File: config.mk
export PLATFORM = sky130hd
export DESIGN_NAME = sensor_scan_ctrl
export DESIGN_NICKNAME = d
export VERILOG_FILES = /design/src/rtl/sensor_scan_ctrl.sv
export SDC_FILE = /design/constraint.sdc
export NUM_CORES = 1
export LEC_CHECK = 0
export BUFFER_PORTS_ARGS = -buffer_cell sky130_fd_sc_hd__buf_2
export CAP_MARGIN = 30
export CORE_MARGIN = 1.5
export CORE_UTILIZATION = 60
export CTS_CLUSTER_SIZE = 12
export DETAILED_ROUTE_END_ITERATION = 12
export PLACE_DENSITY = 0.79
export SETUP_SLACK_MARGIN = 0.3
export SYNTH_ARGS = -nofsm -noshare
export SYNTH_HDL_FRONTEND = slang
export SYNTH_SLANG_ARGS = --single-unit
File: constraint.sdc
create_clock -name i_clk -period 3.5 [get_ports i_clk]
set_input_delay 0.175 -clock i_clk [delete_from_list [all_inputs] [get_ports i_clk]]
set_output_delay 0.175 -clock i_clk [all_outputs]
set_load 0.01 [all_outputs]
File: src/rtl/sensor_scan_ctrl.sv
`default_nettype none
// +----------------------------------------------------------------------------+
// | Module  : sensor_scan_ctrl                                                 |
// | Purpose : Round-robin ADC scan of four sensor channels with dust-LED pulse |
// |           and per-channel power-of-two averaging.                          |
// | Revision: 1.0  initial release                                             |
// +----------------------------------------------------------------------------+
module sensor_scan_ctrl #(
   parameter int PERIOD_CYC     = 500_000,
   parameter int LED_ON_CYC     = 16_000,
   parameter int DUST_SAMPLE_AT = 15_000,
   parameter int SETTLE_CYC     = 500,
   parameter int AVG_LOG2       = 2
) (
   input  logic       i_clk,
   input  logic       i_rst_n,
   input  logic [7:0] i_adc_data,
   input  logic [3:0] i_ch_en,
   output logic [1:0] o_mux_sel,
   output logic       o_led_en,
   output logic [7:0] o_result,
   output logic [1:0] o_result_ch,
   output logic       o_result_vld,
   output logic       o_busy
);

   localparam int c_fcnt_w = (PERIOD_CYC > 1) ? $clog2(PERIOD_CYC) : 1;
   localparam int c_acc_w  = 8 + AVG_LOG2;
   localparam logic [c_fcnt_w-1:0] c_last      = c_fcnt_w'(PERIOD_CYC - 1);
   localparam logic [c_fcnt_w-1:0] c_dust_at   = c_fcnt_w'(DUST_SAMPLE_AT);
   localparam logic [c_fcnt_w-1:0] c_settle_at = c_fcnt_w'(SETTLE_CYC);
   localparam logic [c_fcnt_w-1:0] c_led_end   = c_fcnt_w'(LED_ON_CYC);

   typedef enum logic [1:0] {
      S_PICK = 2'd0,
      S_WAIT = 2'd1,
      S_HOLD = 2'd2
   } state_t;

   state_t               r_state, w_state_nxt;
   logic [c_fcnt_w-1:0]  r_fcnt;
   logic [c_fcnt_w-1:0]  w_cap_at;
   logic [1:0]           r_cur, w_pick_ch;
   logic                 w_found, w_capture;
   logic [c_acc_w-1:0]   r_acc [4];
   logic [AVG_LOG2-1:0]  r_cnt [4];
   logic [c_acc_w-1:0]   w_sum;
   logic [7:0]           r_sample;
   logic                 r_cap_vld;
   logic [1:0]           r_cap_ch;
   logic [1:0]           r_mux_sel;
   logic                 r_led_en;
   logic [7:0]           r_result;
   logic [1:0]           r_result_ch;
   logic                 r_result_vld;
   logic                 r_busy;

   always_ff @(posedge i_clk or negedge i_rst_n) begin
      if (!i_rst_n)
         r_fcnt <= '0;
      else if (r_fcnt == c_last)
         r_fcnt <= '0;
      else
         r_fcnt <= r_fcnt + 1'b1;
   end

   always_ff @(posedge i_clk or negedge i_rst_n) begin
      if (!i_rst_n)
         r_state <= S_PICK;
      else
         r_state <= w_state_nxt;
   end

   // Descending scan so the nearest enabled channel after r_cur wins; k=4 is r_cur itself.
   always_comb begin
      w_found   = 1'b0;
      w_pick_ch = r_cur;
      for (int k = 4; k >= 1; k--) begin
         if (i_ch_en[r_cur + 2'(k)]) begin
            w_found   = 1'b1;
            w_pick_ch = r_cur + 2'(k);
         end
      end
   end

   always_comb begin
      w_state_nxt = r_state;
      w_capture   = 1'b0;
      w_cap_at    = (r_cur == 2'd0) ? c_dust_at : c_settle_at;
      case (r_state)
         S_PICK: w_state_nxt = w_found ? S_WAIT : S_HOLD;
         S_WAIT: begin
            if (r_fcnt == w_cap_at) begin
               w_capture   = 1'b1;
               w_state_nxt = (r_fcnt == c_last) ? S_PICK : S_HOLD;
            end
         end
         S_HOLD: begin
            if (r_fcnt == c_last)
               w_state_nxt = S_PICK;
         end
         default: w_state_nxt = S_PICK;
      endcase
   end

   assign w_sum = r_acc[r_cap_ch] + {{AVG_LOG2{1'b0}}, r_sample};

   always_ff @(posedge i_clk or negedge i_rst_n) begin
      if (!i_rst_n) begin
         r_cur        <= 2'd3;
         r_mux_sel    <= 2'd0;
         r_led_en     <= 1'b1;
         r_busy       <= 1'b0;
         r_sample     <= 8'd0;
         r_cap_vld    <= 1'b0;
         r_cap_ch     <= 2'd0;
         r_result     <= 8'd0;
         r_result_ch  <= 2'd0;
         r_result_vld <= 1'b0;
         for (int n = 0; n < 4; n++) begin
            r_acc[n] <= '0;
            r_cnt[n] <= '0;
         end
      end else begin
         r_result_vld <= 1'b0;
         r_cap_vld    <= w_capture;
         if (w_capture) begin
            r_sample <= i_adc_data;
            r_cap_ch <= r_cur;
         end

         if (r_state == S_PICK) begin
            if (w_found) begin
               r_cur     <= w_pick_ch;
               r_mux_sel <= w_pick_ch;
            end
            r_busy   <= w_found;
            r_led_en <= !(w_found && (w_pick_ch == 2'd0));
         end else begin
            if (w_capture)
               r_busy <= 1'b0;
            if (!r_led_en && (r_fcnt >= c_led_end))
               r_led_en <= 1'b1;
         end

         if (r_cap_vld) begin
            r_cnt[r_cap_ch] <= r_cnt[r_cap_ch] + 1'b1;
            if (&r_cnt[r_cap_ch]) begin
               r_acc[r_cap_ch] <= '0;
               r_result        <= 8'(w_sum >> AVG_LOG2);
               r_result_ch     <= r_cap_ch;
               r_result_vld    <= 1'b1;
            end else begin
               r_acc[r_cap_ch] <= w_sum;
            end
         end

         // Disabled channels lose their partial sums; placed last so the clear wins.
         if (r_state == S_PICK) begin
            for (int n = 0; n < 4; n++) begin
               if (!i_ch_en[n]) begin
                  r_acc[n] <= '0;
                  r_cnt[n] <= '0;
               end
            end
         end
      end
   end

   assign o_mux_sel    = r_mux_sel;
   assign o_led_en     = r_led_en;
   assign o_result     = r_result;
   assign o_result_ch  = r_result_ch;
   assign o_result_vld = r_result_vld;
   assign o_busy       = r_busy;

endmodule
`default_nettype wire

After elaboration in Yosys (flattened, before gate mapping):

Index checks and enable logic that the tools add are counted.

* $add $sub $neg: 6
* order comparisons: 7
* equality and inequality tests: 6
* multiplexer cells: 55
* bitwise operators: 3
* reductions and logical operators: 14

Operator list (number)
* 40-bit two-way mux: 3
* 10-bit two-way mux: 7
* 40-bit bitwise AND: 1
* 40-bit bitwise mux: 1
* 40-bit NOT: 1
* 2-bit two-way mux: 14
* 10-bit binary-select mux with 2-bit select: 1
* 10-bit demux with 2-bit select: 1
* 19-bit by 1-bit adder with 19-bit output, second input constant: 1
* 19-bit by 14-bit == test with 1-bit output: 1
* 19-bit == test, second input constant: 1
* 19-bit by 14-bit >= comparator with 1-bit output, second input constant: 1
* 19-bit two-way mux: 1
* 1-bit two-way mux: 16
* 8-bit two-way mux: 2
* 14-bit two-way mux: 1
* 2-bit by 3-bit < comparator with 1-bit output, second input constant: 4
* 10-bit by 8-bit adder with 10-bit output: 1
* 1-bit binary-select mux with 2-bit select: 4
* 8-bit bitwise mux: 1
* 2-bit logical NOT: 3
* 2-bit case mux with 3 select lines: 1
* 2-bit AND reduction: 3
* 2-bit by 1-bit adder with 2-bit output, second input constant: 2
* other kinds (13): 19

* register bits: 97
* output and inout port bits: 15
* word-level logic and storage cells: 111

Longest topological paths before layout:

* depth in word-level cells: 11
* depth in mapped cells: 12
* mapped depth without buffers: 10

Worst setup path before layout:

Ideal clock, no wire load.

* path kind: register to register
* start: reg r_cap_ch[0]
* end: reg r_result[6] (netlist: o_result[6])
* setup time: 128 ps
* arrival: 3076 ps
* setup slack: 297 ps
* stages on the path, launching flop included: 11
* path buffers: 2
* cell sequence: dfrtp_1 -> buf_2 -> buf_2 -> mux4_2 -> ha_1 -> nor2b_1 -> o31a_1 -> a311o_1 -> a21oi_1 -> xnor2_1 -> mux2_1

* longest elaborated chain between the ends: 5
* elaborated cells on any way between the ends: 9

Ends and longest elaborated chain
* start: declaration: RTL line 50 `logic [1:0] r_cap_ch;`
* start signal: assignment: RTL line 129 `r_cap_ch <= r_cur;`
* 2-bit NOT with 3-bit output (not written as such) (*): RTL line 106, 148
* 10-bit binary-select mux with 2-bit select or 2-bit binary-select mux with 2-bit select (tied branches): RTL line 106, 148
* 10-bit two-way mux (not written as such) or 2-bit two-way mux (tied branches) (2 in a row): RTL line 106, 148
* 10-bit by 8-bit adder with 10-bit output or 3-bit AND reduction (tied branches)
* end signal: assignment: RTL line 150 `r_result <= 8'(w_sum >> AVG_LOG2);`
* end: declaration: RTL line 53 `logic [7:0] r_result;`

Every way passes the cells marked *; elsewhere a longest branch is shown, timed or not. The select of a mux whose other input is x is not followed.
A chain may end at the register's enable or synchronous reset.

Final worst setup path:

Ends and elaborated chain as after synthesis.

==> impl_results.md <==
- Status: finished, final reports clean
- Max Buffers Root-to-Sink: 2
- DR DRC count: 0
- Gp weighted congestion: between 0.8 and 0.9
- Starting density of the core: 61.1%
- Worst EP required: 3.74 ns
- Die area: a little under 9000 um2
- Top-area cell type share of the netlist area: a little under half
- Placed Area: 5220 um2
- Max Cap Viol: 0
- Clock share of power: 25.1%
- Sum Neg Setup Slack: 0 ns
- Area of the mapped netlist: between 4000 and 5000 um2
- Overall routing resource usage: 27.0%
- Layout cells sized above 1: 19.3%
- Number of synthesized flops with an enable pin: 0
- Syn_nets: 502
- Layout net count: approximately 530
- # port buffers: 28
- Switching Fraction: 32.3%
- Async S/R FF share, synth: 100%
- Part of the power in registers: 45.5%
- CTS tree: built
- Root buf cell: clkbuf_8
- Largest fanout on the critical path: 5
- ANT nets after route: 0
- Yosys top cell by area: dfrtp_1
- Yosys warns: 0
- Total routed wirelength: 10,900 um
- Max Slew Vio Count: 0
- DR iter-0 viols: 285
- GR Overflow Total: 0
- Crit path launch type: register
- Fin. Hold Viols: 0
- Cell with the most instances after synthesis: dfrtp_1
- Worst-skew pair later-pin latency: between 0.3 and 0.4 ns
- Max_slew headroom: 44.1%
- DR vias/cell: 6.12
- Power share of the combinational group: 29.5%
- Sw power: 1.10 mW
- Post-CTS setup buffer count: 0
- Routed via count: 3,744
- Fmax: 0.332 GHz
- Row cnt: 33
- Tmin final: 3.01 ns
- Skew final: 0.0155 ns
- Worst Path Arrival: 3.26 ns
- DIE HEIGHT: 94.0 um
- RSZ-0062 raised after global routing: no
- DIE WIDTH: around 94 um
- Actual slew at the worst max-slew pin: roughly 0.84 ns
- Number of global-route vias before repair: 3,816
- Clock-pin slew on the worst setup and hold paths: approximately 0.090 ns
- Hpwl dp: 7550 um
- Critical path type: reg2reg
- Clock sink count: 97
- Ant diodes: 0
- Drt first pass iters: 4
- Synth unique cells: 57
- Cell area after layout: 5510 um2
- Final Power: 3.40 mW
- Routed WL per cell: between 15 and 20 um
- Worst VDD drop: 0.000422 V
- Initial antenna violation count: 0
- Crit end category: register
- #FFs+latches synth: 97
- Setup-failing EPs final: 0
- Area Overhead vs Synth: 10.8%
- Power Density: 618 nW/um2
- Top Ports: 29
- Main synth FF type: dfrtp_1
- Htree depth: 3
- Syn avg cell area: 10.5 um2
- Seq/Total Area, Yosys: 48.9%
- Leak: 2.53 nW
- Top cells by count, synth: dfrtp_1, nand2_1, nor2_1
- Core Footprint: 8130 um2
- Maximum number of pins on one net before global-route repair: 83
- First-pass GRT wire length: 18,200 um
- Cts bufs inserted: 9
- Post-Syn Instances: 475
- Crit share post-route: 86.1%
- Design internal power: ~2.3 mW
- Largest cells by area after synthesis: dfrtp_1, nand2_1, mux4_2
- Hold Crit Class: in2reg
cell type report:
type,instances,area (um2)
Multi-Input combinational cell,346,2410
Tap cell,105,131
Fill cell,592,2630
Clock buffer,11,131
Timing Repair Buffer,39,255
Clock inverter,5,106
Sequential cell,97,2430
Inverter,9,33.8
state kept, by name (all words and copies together) (netlist names), 2 cells and up:
name         count
r_acc           40
r_fcnt          19
o_result         8
r_cnt            8
r_sample         8
o_mux_sel        2
o_result_ch      2
r_cap_ch         2
r_cur            2
r_state          2
metrics by stage:
stage          util (%)  cells  hold slack, ns  worst slack (ns)
5_1_grt            67.7    612          0.0244             0.302
3_3_place_gp       64.1    594           0.399             0.478
3_5_place_dp       64.1    594           0.408             0.371
2_1_floorplan         -    475          -0.121             0.361
6_report           67.7    612          0.0417             0.486
4_1_cts            67.2    611          0.0284             0.330
path summary, 6_finish.rpt:
| kind | from | endpoint | slack (ns) | cells past startpoint |
|---|---|---|---|---|
| worst max-delay path | r_cap_ch[0] | o_result[6] | 0.49 | 10 |
| worst min-delay path | i_adc_data[3] | r_sample[3] | 0.04 | 2 |
| worst max register to register | r_cap_ch[0] | o_result[6] | 0.49 | 10 |
| worst min register to register | o_result[1] | o_result[1] | 0.48 | 2 |
| max in group asynchronous | i_rst_n | r_cur[0] | 2.29 | 4 |
| min in group asynchronous | i_rst_n | r_acc[28] | 0.27 | 2 |
layer usage:
metal	global-route usage [%]	share of wire, %	wire [um]	vias up
met4	10.1	2.2	244	0
met2	44.2	49	5360	142
met3	5.26	5.3	573	26
li1	-	-	-	1729
met1	35.9	43	4720	1847
met5	0	0	0	-
power groups by stage:
stage	registers, mW	clock network, mW	logic [mW]
2_1_floorplan	1.51	0	0.746
3_5_place_dp	1.56	0	0.978
5_1_grt	1.57	0.914	1.12
6_report	1.55	0.853	1.00
4_1_cts	1.54	0.872	0.987
3_3_place_gp	1.54	0	0.922
placed cells by master (no fill, tap or decap), types with 3 or more instances in the layout:
master / netlist / routed
a22o_1: 5 / 5
a21o_1: 5 / 5
mux2_4: 10 / 10
mux4_2: 13 / 13
dfstp_2: 3 / 3
nor4_1: 3 / 3
nor3_1: 3 / 3
o21ai_0: 14 / 14
clkbuf_8: 0 / 9
nor2_1: 45 / 45
o31ai_1: 7 / 7
dfrtp_1: 94 / 93
buf_2: 4 / 27
o31a_1: 6 / 6
inv_1: 9 / 9
mux2_2: 4 / 4
or2_2: 3 / 3
a21oi_1: 32 / 32
nand2_1: 83 / 83
xor2_1: 14 / 14
nor2b_1: 7 / 7
a211oi_1: 4 / 4
xnor2_1: 11 / 11
nand3_1: 13 / 13
nand4_1: 6 / 6
and3_1: 4 / 4
o21a_1: 6 / 6
ha_1: 12 / 12
mux2i_1: 4 / 3
bufinv_16: 0 / 3
buf_4: 0 / 9
what timing repair did:
item | CTS | global route
hold buffers | 1 | 0
gates resized for setup | 0 | 4
endpoints found under the setup margin | 0 | 17
endpoints found under the hold margin | 3 | 0
critical path, cell delays in order (launching register included):
cell and delay (ns):
dfrtp_2 0.48, mux4_2 0.53, ha_1 0.23, inv_1 0.08, fa_1 0.20, nor2b_1 0.07, o31a_1 0.28, a311o_1 0.38
a21oi_1 0.18, xnor2_1 0.17, mux2_1 0.32
cells by family (layout without fill, tap and decap cells):
group                      count (synthesis)  after routing  synth area share (%)
adders and majority gates                 13             13                  3.43
and+or+nand+nor                          187            187                  18.4
muxes                                     32             32                  10.9
DFF                                       97             97                  48.9
buffers and inverters                     32             64                  2.52
AOI/OAI and AO/OA                         89             89                  11.5
xor gates and xnor gates                  25             25                  4.41
No activity file was read; power rests on OpenSTA's default activity.
